## config.mk

```make
export PLATFORM = sky130hd
export DESIGN_NAME = pio_key_debounced_in_flat
export DESIGN_NICKNAME = d
export VERILOG_FILES = /design/src/rtl/pio_key_debounced_in_if.sv /design/src/rtl/pio_key_debounced_in.sv /design/src/flat_wrapper.sv
export SDC_FILE = /design/constraint.sdc
export NUM_CORES = 1
export LEC_CHECK = 0
export BUFFER_PORTS_ARGS = -buffer_cell sky130_fd_sc_hd__clkbuf_2
export CORE_ASPECT_RATIO = 0.7
export CORE_MARGIN = 8
export CORE_UTILIZATION = 36
export DETAILED_ROUTE_END_ITERATION = 16
export PLACE_DENSITY = 0.61
export SLEW_MARGIN = 25
export SYNTH_ARGS = -nofsm -noshare
export SYNTH_HDL_FRONTEND = slang
export SYNTH_SLANG_ARGS = --single-unit
```

## constraint.sdc

```tcl
create_clock -name clk -period 3.9 [get_ports clk]
set_input_delay 0.975 -clock clk [delete_from_list [all_inputs] [get_ports clk]]
set_output_delay 0.975 -clock clk [all_outputs]
set_load 0.05 [all_outputs]
```

## src/rtl/pio_key_debounced_in_if.sv

```systemverilog
// Avalon-MM style s1 slave bundle for the debounced key PIO.
// The master drives the address/strobe/write data; the slave returns
// registered read data and the level interrupt.
interface pio_key_debounced_in_if;
    logic [2:0]  address;
    logic        chipselect;
    logic        write_n;
    logic [31:0] writedata;
    logic [31:0] readdata;
    logic        irq;

    modport master (
        output address, chipselect, write_n, writedata,
        input  readdata, irq
    );

    modport slave (
        input  address, chipselect, write_n, writedata,
        output readdata, irq
    );
endinterface

```

## src/rtl/pio_key_debounced_in.sv

```systemverilog
// Debounced key/button input PIO.
// Each input bit passes through a synchroniser and then a debounce filter
// that accepts a new level only after DEBOUNCE_CYCLES consecutive differing
// samples. Accepted level changes can be qualified per bit (rising, falling,
// any, off) into a sticky write-1-to-clear edge-capture register, which,
// combined with a per-bit mask, drives a level interrupt.
module pio_key_debounced_in #(
    parameter int unsigned      WIDTH           = 2,
    parameter int unsigned      SYNC_STAGES     = 2,
    parameter int unsigned      DEBOUNCE_CYCLES = 50000,
    parameter logic [WIDTH-1:0] RESET_LEVEL     = {WIDTH{1'b1}}
) (
    input  logic                    clk,
    input  logic                    reset,
    input  logic [WIDTH-1:0]        in_port,
    pio_key_debounced_in_if.slave   s1
);

    localparam int unsigned      CNT_W    = $clog2(DEBOUNCE_CYCLES + 1);
    localparam logic [CNT_W-1:0] CNT_LAST = CNT_W'(DEBOUNCE_CYCLES - 1);

    localparam logic [2:0] ADDR_DATA      = 3'd0;
    localparam logic [2:0] ADDR_RAW       = 3'd1;
    localparam logic [2:0] ADDR_IRQ_MASK  = 3'd2;
    localparam logic [2:0] ADDR_EDGE_CAPT = 3'd3;
    localparam logic [2:0] ADDR_EDGE_MODE = 3'd4;

    typedef enum logic [1:0] {
        MODE_OFF     = 2'b00,
        MODE_RISING  = 2'b01,
        MODE_FALLING = 2'b10,
        MODE_ANY     = 2'b11
    } edge_mode_e;

    logic [WIDTH-1:0]   r_sync [SYNC_STAGES];
    logic [WIDTH-1:0]   r_db;
    logic [CNT_W-1:0]   r_cnt [WIDTH];
    logic [WIDTH-1:0]   r_irq_mask;
    logic [2*WIDTH-1:0] r_edge_mode;
    logic [WIDTH-1:0]   r_edge_capture;
    logic [31:0]        r_readdata;

    logic [WIDTH-1:0]   w_s;
    logic [WIDTH-1:0]   w_upd;
    logic [WIDTH-1:0]   w_hit;
    logic [WIDTH-1:0]   w_w1c;
    logic               w_wr;
    logic [31:0]        w_rd_mux;
    logic               w_unused_wdata;

    assign w_s            = r_sync[SYNC_STAGES-1];
    assign w_wr           = s1.chipselect && !s1.write_n;
    assign w_unused_wdata = ^s1.writedata;

    // Synchroniser chain: bring the asynchronous keys into the clock domain.
    // NOTE: reset is synchronous, so it lives inside the clocked block and
    // the sensitivity list holds only the clock edge.
    always_ff @(posedge clk) begin
        if (reset) begin
            for (int k = 0; k < SYNC_STAGES; k++) begin
                r_sync[k] <= RESET_LEVEL;
            end
        end else begin
            r_sync[0] <= in_port;
            for (int k = 1; k < SYNC_STAGES; k++) begin
                r_sync[k] <= r_sync[k-1];
            end
        end
    end

    // Per-bit accept strobe: the synchronised level has differed for the full window.
    always_comb begin
        // NOTE: every output of a combinational block gets a default first,
        // otherwise a missed path infers a latch.
        w_upd = '0;
        for (int i = 0; i < WIDTH; i++) begin
            w_upd[i] = (w_s[i] != r_db[i]) && (r_cnt[i] == CNT_LAST);
        end
    end

    // Debounce filter: count consecutive differing samples, restart on any bounce.
    always_ff @(posedge clk) begin
        if (reset) begin
            r_db <= RESET_LEVEL;
            for (int i = 0; i < WIDTH; i++) begin
                r_cnt[i] <= '0;
            end
        end else begin
            for (int i = 0; i < WIDTH; i++) begin
                if (w_s[i] == r_db[i]) begin
                    r_cnt[i] <= '0;
                end else if (w_upd[i]) begin
                    r_db[i]  <= w_s[i];
                    r_cnt[i] <= '0;
                end else begin
                    r_cnt[i] <= r_cnt[i] + 1'b1;
                end
            end
        end
    end

    // Edge qualification of each accepted level change against its mode.
    always_comb begin
        w_hit = '0;
        for (int i = 0; i < WIDTH; i++) begin
            unique case (edge_mode_e'(r_edge_mode[2*i +: 2]))
                MODE_RISING:  w_hit[i] = w_upd[i] &&  w_s[i];
                MODE_FALLING: w_hit[i] = w_upd[i] && !w_s[i];
                MODE_ANY:     w_hit[i] = w_upd[i];
                default:      w_hit[i] = 1'b0;
            endcase
        end
    end

    assign w_w1c = (w_wr && s1.address == ADDR_EDGE_CAPT) ? s1.writedata[WIDTH-1:0] : '0;

    // Control registers and the sticky edge capture (a new hit wins over W1C).
    always_ff @(posedge clk) begin
        if (reset) begin
            r_irq_mask     <= '0;
            r_edge_mode    <= '0;
            r_edge_capture <= '0;
        end else begin
            if (w_wr && s1.address == ADDR_IRQ_MASK) begin
                r_irq_mask <= s1.writedata[WIDTH-1:0];
            end
            if (w_wr && s1.address == ADDR_EDGE_MODE) begin
                r_edge_mode <= s1.writedata[2*WIDTH-1:0];
            end
            r_edge_capture <= (r_edge_capture & ~w_w1c) | w_hit;
        end
    end

    // Read mux over the register map; unused words and upper bits read zero.
    always_comb begin
        w_rd_mux = '0;
        unique case (s1.address)
            ADDR_DATA:      w_rd_mux = 32'(r_db);
            ADDR_RAW:       w_rd_mux = 32'(w_s);
            ADDR_IRQ_MASK:  w_rd_mux = 32'(r_irq_mask);
            ADDR_EDGE_CAPT: w_rd_mux = 32'(r_edge_capture);
            ADDR_EDGE_MODE: w_rd_mux = 32'(r_edge_mode);
            default:        w_rd_mux = '0;
        endcase
    end

    // Read data is registered every cycle, independent of chipselect.
    always_ff @(posedge clk) begin
        if (reset) begin
            r_readdata <= '0;
        end else begin
            r_readdata <= w_rd_mux;
        end
    end

    assign s1.readdata = r_readdata;
    assign s1.irq      = |(r_edge_capture & r_irq_mask);

endmodule

```

## src/flat_wrapper.sv

```systemverilog
// flat-port wrapper written by rule: the top's interface ports become plain ports
module pio_key_debounced_in_flat 
#(
    parameter int unsigned      WIDTH           = 2,
    parameter int unsigned      SYNC_STAGES     = 2,
    parameter int unsigned      DEBOUNCE_CYCLES = 50000,
    parameter logic [WIDTH-1:0] RESET_LEVEL     = {WIDTH{1'b1}}
)
  (clk, reset, in_port, s1_address, s1_chipselect, s1_write_n, s1_writedata, s1_readdata, s1_irq);
  pio_key_debounced_in_if s1_i ();
  input  logic clk;
  input  logic reset;
  input  logic [WIDTH-1:0] in_port;
  input wire logic [$bits(s1_i.address)-1:0] s1_address;
  input wire logic [$bits(s1_i.chipselect)-1:0] s1_chipselect;
  input wire logic [$bits(s1_i.write_n)-1:0] s1_write_n;
  input wire logic [$bits(s1_i.writedata)-1:0] s1_writedata;
  output wire logic [$bits(s1_i.readdata)-1:0] s1_readdata;
  output wire logic [$bits(s1_i.irq)-1:0] s1_irq;
  assign s1_i.address = s1_address;
  assign s1_i.chipselect = s1_chipselect;
  assign s1_i.write_n = s1_write_n;
  assign s1_i.writedata = s1_writedata;
  assign s1_readdata = s1_i.readdata;
  assign s1_irq = s1_i.irq;
  pio_key_debounced_in #(.WIDTH(WIDTH), .SYNC_STAGES(SYNC_STAGES), .DEBOUNCE_CYCLES(DEBOUNCE_CYCLES), .RESET_LEVEL(RESET_LEVEL)) u_core (.clk(clk), .reset(reset), .in_port(in_port), .s1(s1_i));
endmodule
```

==> impl_metrics.csv, run 1 <==
group,metric,value,unit
outcome,status,"finished clean",
cts,insertion_delay,0.29,ns
yosys,synth_seq_cells,50,
yosys,async_flop_share,0,
placement,dp.cells,423,
timing,finalHoldViolCount,0,
power,power,1.17,mW
critical_path,cp-start-kind,"register",
routing,routed_wl,4.96,mm
timing,max_slew.worst_pin.slew,0.533,ns
yosys,synth_edf_count,32,
layout,syn2layout_area_growth,11.0,%
layout,nNetsFinal,378,
flow_run,maxCapViolations,0,
critical_path,r2r_start,"u_core.r_cnt[0][4]",
placement,pre_cts_ws,1.45,ns
layout,instances_no_fill,431,
power,vdd_drop_max,0.202,mV
routing,drc,0,
cts,hold_buffers,0,
layout,fin_util,0.406,
worst_hold_path,hold_start,"u_core.r_sync[0][1]",
cts,cts_buffers,5,
layout,diodes,0,
yosys,syn_area,0.00284,mm2
global_routing,antenna_found_initial,0,
cts,cts_resized,0,
die,placementRows,27,
cts,path_clk_slew,0.07,ns
worst_hold_path,timing.hold.worst_endpoint,"u_core.r_sync[0][3]",
placement,numPortBuffers,17,
critical_path,reg2regPathDepth,4,
power,leakagePower,1.20,nW
timing,setup_violations,0,
yosys,synth_area_leaders,"edfxtp_1 (34%), dfxtp_1 (13%), xnor2_1 (7.7%), buf_4 (7.7%), nor2_1 (6.1%)",
timing,slew_headroom,0.645,
timing,rsz0062_at_grt,"false",
timing,max_clock_freq,429,MHz
layout,final_area,0.00315,mm2
yosys,synth_ff_type,"edfxtp_1",
layout,drive_above_1_share,0.100,
placement,place_area,0.00300,mm2
critical_path,worstSetupEndpointType,"register",
critical_path,crit_arrival,2.35,ns
timing,setup_tns,0,ns
yosys,synth_cells,282,
global_routing,grt_max_degree,19,
placement,gp_congestion,0.797,
global_routing,grt_usage,0.0943,
routing,routed-via-count,1851,
routing,ant_nets,0,
timing,worst_slack,1.57,ns
die,die_x,122,um
die,initial_core_util,0.366,
yosys,synth.top_cell.area_share,0.338,
yosys,yosys.area.top_type,"edfxtp_1",
yosys,ys_types,37,
die,dieArea,0.0110,mm2
yosys,yosysWarnings,0,
timing,hold_ws,0.412,ns
die,die_y,90.3,um
routing,via_per_inst,4.29,
critical_path,path_class,"register to register",
timing,period_minus_slack,2.33,ns
global_routing,grt_pass1_wl,8.57,mm
cts,clockRootBuffer,"clkbuf_16",
critical_path,required,3.92,ns
die,num_io_pins,74,
yosys,syn-mean-instance-area,10.1,um2
timing,min_period_over_period,0.598,
routing,drt_pass1_iterations,4,
critical_path,reg2reg_slack,1.57,ns
critical_path,timing.rr.end,"u_core.r_cnt[0][14]",
routing,avgRoutedWirePerCell,11.5,um
placement,dp_hpwl,3.72,mm
cts,h-tree-depth,2,
critical_path,crit_fanout,15,
worst_hold_path,hold_depth,1,
die,core-area,0.00777,mm2
power,p_per_area,372,mW/mm2
global_routing,gr-total-overflow,0,
cts,cts_tree,"yes",
routing,drt-initial-drc-count,70,
cts,clk_path_buf_depth,2,
global_routing,grt_pass1_vias,1864,
cts,clock_sinks,50,
worst_hold_path,worstHoldPathType,"register to register",
yosys,yosysSeqAreaShare,0.465,
timing,drv_slew,0,
timing,clock-skew-final,0.00790,ns
cts,cts_setup_buffers,0,
## logic make-up (layout without fill, tap and decap cells)
family | count (synthesis) | count (layout) | share of synthesized area
AND/OR/NAND/NOR | 120 | 120 | 0.221
flip-flops | 50 | 50 | 0.465
buffers and inverters | 49 | 39 | 0.114
XOR/XNOR | 30 | 30 | 0.0924
AO/OA/AOI/OAI | 12 | 12 | 0.0264
multiplexers | 11 | 11 | 0.0431
adder cells (fa/ha/maj) | 8 | 8 | 0.0352
other | 2 | 60 | 0.00264
## worst max path at each step
stage | cells past startpoint | from | slack [ns] | endpoint
global placement | 5 | reset | 1.49 | u_core.r_cnt[1][10]
floorplan | 5 | s1_address[1] | 1.73 | u_core.r_irq_mask[0]
detailed placement | 5 | reset | 1.45 | u_core.r_cnt[1][9]
finish | 4 | u_core.r_cnt[0][4] | 1.57 | u_core.r_cnt[0][14]
global route | 4 | u_core.r_cnt[0][4] | 1.40 | u_core.r_cnt[0][14]
CTS | 4 | u_core.r_cnt[0][5] | 1.54 | u_core.r_cnt[0][14]
## state kept, by name, summed over array words and instances, names as in the netlist
| signal | flops |
|---|---|
| u_core.s1.readdata | 4 |
| u_core.r_edge_capture | 2 |
| u_core.r_irq_mask | 2 |
| u_core.r_cnt | 32 |
| u_core.r_sync | 4 |
| u_core.r_edge_mode | 4 |
| u_core.r_db | 2 |
## report_power, final
part	internal [mW]	switching [mW]	leakage, nW
clock network	0.246	0.206	0.0763
registers	0.580	0.0190	0.477
logic	0.0258	0.0953	0.648
total	0.852	0.321	1.20
## Yosys cell counts, types with 3 or more instances
master	n
xor2_1	5
dfxtp_1	18
ha_1	8
a21oi_1	5
nand4_1	8
nor2_1	46
nand2b_1	4
or2_2	4
nor4_1	7
nor3_1	11
clkbuf_1	3
inv_1	14
buf_4	29
edfxtp_1	32
nand2_1	12
xnor2_1	25
mux2i_1	10
nand3_1	14
## layout make-up
| class | instances | area, um2 |
|---|---|---|
| repair buffers | 17 | 85.1 |
| flip-flops and latches | 50 | 1320 |
| well taps | 101 | 126 |
| multi-input cells | 241 | 1420 |
| clock buffers | 5 | 125 |
| clock inverters | 3 | 28.8 |
| fillers | 785 | 4620 |
| inverters | 14 | 52.6 |
## routing by layer
metal | wire (um) | global-route usage | part of all wire
met1 | 2490 | 0.123 | 0.50
met2 | 2090 | 0.140 | 0.42
met3 | 303 | 0.0281 | 0.061
met4 | 69 | 0.0404 | 0.014
met5 | 0 | 0 | 0
## critical path, stage by stage (launching register included)
cell	delay, ns
edfxtp_1	0.49
or4b_4	0.58
nor4_4	0.39
or2_1	0.49
nor2_1	0.11
## layout by cell type (no fill, tap or decap), drive strengths merged
master / n
mux2i: 10
nor4: 9
xor2: 5
nor3: 11
nand3: 14
a32o: 1
ha: 8
xnor2: 25
o21ai: 2
and3: 1
or2: 6
inv: 16
o22ai: 1
a21oi: 5
edfxtp: 32
or4: 1
nand2b: 4
clkbuf: 22
nand2: 12
conb: 60
nor4bb: 1
nor2: 46
or4b: 3
clkinv: 1
nand4: 8
nor2b: 2
nand4b: 2
a22o: 1
a21o: 1
dfxtp: 18
o211ai: 1
mux4: 1
No activity file was read; power rests on OpenSTA's default activity.
==> run 2, diff against run 1 <==
==> constraint.sdc (replaced) <==
create_clock -name clk -period 2.35 [get_ports clk]
set_input_delay 0.5875 -clock clk [delete_from_list [all_inputs] [get_ports clk]]
set_output_delay 0.5875 -clock clk [all_outputs]
set_load 0.05 [all_outputs]
==> run 2 against run 1 <==
Compared with the run above: clock power is 63% higher; sequential power rose by 66%; via count rose by 1.1%; critical path depth increased by 1; global-route usage decreased by 0.58 points; largest power group unchanged; total power up 65%.
==> impl_metrics.csv, run 2 (synthesis gave the netlist of run 1 again) <==
group,metric,value,unit
outcome,status,"finished clean",
layout,drive_above_1_share,0.116,
die,dieArea,0.0110,mm2
power,p_int,1.43,mW
routing,ant_nets,0,
placement,dp_hpwl,3.73,mm
layout,layout_common_cells,"conb_1 (60), nor2_1 (46), edfxtp_1 (32)",
global_routing,grt_pass1_wl,7.93,mm
critical_path,crit_fanout,15,
global_routing,grtUsageMet3,0.0319,
cts,cts_resized,0,
power,leakagePower,1.23,nW
global_routing,antenna_found_initial,0,
cts,cts_tree,"yes",
critical_path,worstSetupEndpointType,"register",
die,placementRows,27,
cts,clockRootBuffer,"clkbuf_16",
timing,max_clock_freq,489,MHz
critical_path,critPathSlowestCell,"or4b_1",
placement,pre_cts_ws,0.296,ns
cts,hold_buffers,0,
cts,h-tree-depth,2,
cts,path_clk_slew,0.07,ns
global_routing,grt_max_degree,16,
power,netSwitchingPower,503,uW
layout,syn2layout_area_growth,12.4,%
timing,hold_ws,0.409,ns
placement,dp.cells,429,
critical_path,crit_arrival,2.08,ns
layout,final_common_cell,"conb_1",
cts,clock_sinks,50,
critical_path,cpPeakStageDelay,0.59,ns
routing,drc,0,
routing,avgRoutedWirePerCell,11.0,um
critical_path,crit_chain,"or4b_1 -> nor4_4 -> or2_1 -> buf_4 -> nor2_1",
layout,largest_register_ffs,32,
timing,period_minus_slack,2.04,ns
timing,clock-skew-final,0.00630,ns
timing,finalHoldViolCount,0,
die,num_io_pins,74,
global_routing,grt_usage,0.0886,
global_routing,use_met2,0.119,
power,seq_power_share,0.513,
power,power_frac_comb,0.107,
placement,numPortBuffers,17,
timing,worst_slack,0.307,ns
power,p_per_area,606,mW/mm2
cts,cts_buffers,5,
cts,clk_path_buf_depth,2,
layout,n_fill_cell,777,
routing,via_per_inst,4.28,
die,die_y,90.3,um
power,p_clk_frac,0.380,
routing,routed-via-count,1871,
global_routing,gr-max-usage-layer,"met1",
routing,routed_wl,4.82,mm
cts,insertion_delay,0.29,ns
routing,drt-initial-drc-count,77,
die,die_x,122,um
die,initial_core_util,0.366,
placement,gp_congestion,0.779,
cts,cts_setup_buffers,0,
critical_path,cp-start-kind,"register",
routing,drt_pass1_iterations,4,
worst_hold_path,worstHoldPathType,"register to register",
timing,setup_violations,0,
power,swShare,0.260,
global_routing,gr-total-overflow,0,
layout,largest-register,"u_core.r_cnt",
critical_path,required,2.39,ns
power,vdd_drop_max,0.261,mV
layout,nNetsFinal,384,
timing,min_period_over_period,0.869,
layout,diodes,0,
power,power,1.94,mW
flow_run,maxCapViolations,0,
critical_path,path_class,"register to register",
timing,drv_slew,0,
timing,setup_tns,0,ns
die,core-area,0.00777,mm2
global_routing,grt_pass1_vias,1711,
layout,instances_no_fill,437,
global_routing,grt_use_met1,0.124,
timing,rsz0062_at_grt,"false",
## run 2: area by class of cell
class,instances,area [um2],area share
Tap cell,101,126,0.0395
Inverter,14,52.6,0.0164
Clock inverter,2,11.3,0.00352
Clock buffer,6,139,0.0435
Timing Repair Buffer,23,130,0.0407
Multi-Input combinational cell,241,1420,0.443
Sequential cell,50,1320,0.413
## run 2: stage by stage
| step | util | area, um2 |
|---|---|---|
| floorplan | - | 3060 |
| global placement | 0.392 | 3050 |
| detailed placement | 0.392 | 3050 |
| CTS | 0.411 | 3200 |
| global route | 0.411 | 3200 |
| finish | 0.411 | 3200 |
## run 2: path summary, 6_finish.rpt
check | from | endpoint | slack (ns) | cells past startpoint
worst max-delay path | u_core.r_cnt[0][12] | u_core.r_cnt[0][6] | 0.31 | 5
worst min-delay path | u_core.r_sync[0][1] | u_core.r_sync[0][3] | 0.41 | 1
worst max register to register | u_core.r_cnt[0][12] | u_core.r_cnt[0][6] | 0.31 | 5
worst min register to register | u_core.r_sync[0][1] | u_core.r_sync[0][3] | 0.41 | 1
## run 2: critical path: cells and delay by family, from the launching register on
family | cells | cell delay, ns
buffers and inverters | 1 | 0.19
flip-flops | 1 | 0.46
AND/OR/NAND/NOR | 4 | 1.14
## run 2: layer usage
metal  share of wire  wire [um]  vias up
met1            0.53       2550      827
met2            0.39       1860       52
met5               0          0        -
li1                -          -      986
met3           0.075        360        6
met4           0.012         57        0
## run 2: power by group through the flow
stage / Sequential [mW] / Combinational (mW) / Clock, mW
after floorplan: 1.01 / 0.207 / 0
after global placement: 1.01 / 0.204 / 0
after detailed placement: 1.01 / 0.205 / 0
after CTS: 0.993 / 0.205 / 0.756
after global routing: 0.997 / 0.224 / 0.790
final: 0.993 / 0.208 / 0.735
==> run 3, diff against run 2 <==
--- a/config.mk
+++ b/config.mk
@@ -8,9 +8,9 @@
 export BUFFER_PORTS_ARGS = -buffer_cell sky130_fd_sc_hd__clkbuf_2
 export CORE_ASPECT_RATIO = 0.7
 export CORE_MARGIN = 8
-export CORE_UTILIZATION = 36
+export CORE_UTILIZATION = 53
 export DETAILED_ROUTE_END_ITERATION = 16
-export PLACE_DENSITY = 0.61
+export PLACE_DENSITY = 0.83
 export SLEW_MARGIN = 25
 export SYNTH_ARGS = -nofsm -noshare
 export SYNTH_HDL_FRONTEND = slang
==> run 3 against run 2 <==
Compared with the run above: sequential cell count unchanged; total power down 7.3%; via count up 5.8%; highest routed layer unchanged; routed wire length up 4.1%; largest power group unchanged; worst setup slack worse by 0.045 ns; combinational power about the same; clock skew up 0.0057 ns; non-clock buffer count down 2; clock power down 19%; worst hold slack better by 0.012 ns; design area down 2.9%; critical path depth unchanged.
==> impl_metrics.csv, run 3 (synthesis gave the netlist of run 1 again) <==
group,metric,value,unit
layout,n_fill_cell,428,
cts,clock_sinks,50,
layout,final_common_cell,"conb_1",
layout,diodes,0,
die,placementRows,22,
die,core-area,0.00520,mm2
die,die_x,104,um
layout,largest-register,"u_core.r_cnt",
routing,drt_pass1_iterations,4,
die,num_io_pins,74,
layout,fin_util,0.597,
cts,clk_path_buf_depth,2,
cts,path_clk_slew,0.09,ns
timing,finalHoldViolCount,0,
timing,drv_slew,0,
worst_hold_path,worstHoldPathType,"register to register",
cts,h-tree-depth,2,
power,p_per_area,578,mW/mm2
die,dieArea,0.00800,mm2
cts,cts_resized,0,
cts,cts_tree,"yes",
global_routing,grt_pass1_wl,8.65,mm
layout,instances_no_fill,406,
routing,routed-via-count,1979,
critical_path,path_class,"register to register",
timing,min_period_over_period,0.888,
layout,syn2layout_area_growth,9.20,%
routing,avgRoutedWirePerCell,12.4,um
cts,cts_setup_buffers,0,
global_routing,grt_max_degree,18,
routing,ant_nets,0,
critical_path,required,2.40,ns
critical_path,cp-start-kind,"register",
global_routing,antenna_found_initial,0,
power,leakagePower,1.19,nW
critical_path,crit_chain,"or4_1 -> nor4_4 -> or2_1 -> buf_4 -> nor2_1",
critical_path,crit_fanout,15,
cts,clockRootBuffer,"clkbuf_8",
placement,dp_hpwl,3.82,mm
routing,drc,0,
timing,clock-skew-final,0.0120,ns
routing,routed_wl,5.02,mm
cts,hold_buffers,0,
layout,drive_above_1_share,0.108,
placement,numPortBuffers,17,
outcome,status,"finished clean",
cts,insertion_delay,0.30,ns
layout,largest_register_ffs,32,
timing,period_minus_slack,2.09,ns
timing,max_clock_freq,479,MHz
layout,nNetsFinal,382,
critical_path,worstSetupEndpointType,"register",
timing,setup_violations,0,
timing,setup_tns,0,ns
routing,drt-initial-drc-count,128,
placement,dp.cells,398,
timing,rsz0062_at_grt,"false",
placement,gp_congestion,0.840,
die,initial_core_util,0.546,
power,vdd_drop_max,0.481,mV
layout,layout_common_cells,"conb_1 (60), nor2_1 (46), edfxtp_1 (32)",
die,die_y,77.3,um
cts,cts_buffers,5,
critical_path,cpPeakStageDelay,0.60,ns
routing,via_per_inst,4.87,
global_routing,gr-total-overflow,0,
global_routing,grt_pass1_vias,1924,
critical_path,critPathSlowestCell,"or4_1",
power,power,1.79,mW
global_routing,grt_usage,0.128,
flow_run,maxCapViolations,0,
critical_path,crit_arrival,2.14,ns
[run 3: changes by cell type in the layout (fill, tap and decap cells not counted), sizes merged]
cell	delta
clkinvlp	+1
clkinv	-1
bufinv	+1
buf	-2
inv	-1
[run 3: through the flow]
| stage | setup WS (ns) | area [um2] | hold slack, ns |
|---|---|---|---|
| after floorplan | 0.388 | 3060 | 0.389 |
| after global placement | 0.310 | 2990 | 0.393 |
| after detailed placement | 0.275 | 2990 | 0.403 |
| after CTS | 0.259 | 3100 | 0.424 |
| after global routing | 0.184 | 3100 | 0.448 |
| final | 0.262 | 3100 | 0.421 |
[run 3: where the power goes]
group	internal [mW]	leakage (nW)	switching [mW]
Combinational	0.0455	0.666	0.161
Clock	0.318	0.0514	0.276
Sequential	0.963	0.477	0.0309
[run 3: final cells by class]
cell class | instances | area [um2] | share of cell area
multi-input combinational | 241 | 1420 | 0.456
sequential | 50 | 1320 | 0.426
timing repair buffer | 21 | 115 | 0.0371
tap | 72 | 90.1 | 0.0290
clock buffer | 6 | 72.6 | 0.0234
inverter | 14 | 52.6 | 0.0169
clock inverter | 2 | 37.5 | 0.0121
[run 3: critical path: cells and delay by family, from the launching register on]
family	cells	cell delay, ns
buffers and inverters	1	0.19
and+or+nand+nor	4	1.15
DFF	1	0.49
[run 3: path summary, 6_finish.rpt]
path,startpoint,to,slack [ns],depth (start not counted)
max,u_core.r_cnt[1][7],u_core.r_cnt[1][8],0.26,5
min,u_core.r_sync[0][0],u_core.r_sync[0][2],0.42,1
max reg2reg,u_core.r_cnt[1][7],u_core.r_cnt[1][8],0.26,5
min reg2reg,u_core.r_sync[0][0],u_core.r_sync[0][2],0.42,1
[run 3: routing by layer]
layer / track usage / wire [um]
met1: 0.152 / 2240
met5: 0 / 0
met2: 0.211 / 2340
met4: 0.0409 / 89
met3: 0.0467 / 353
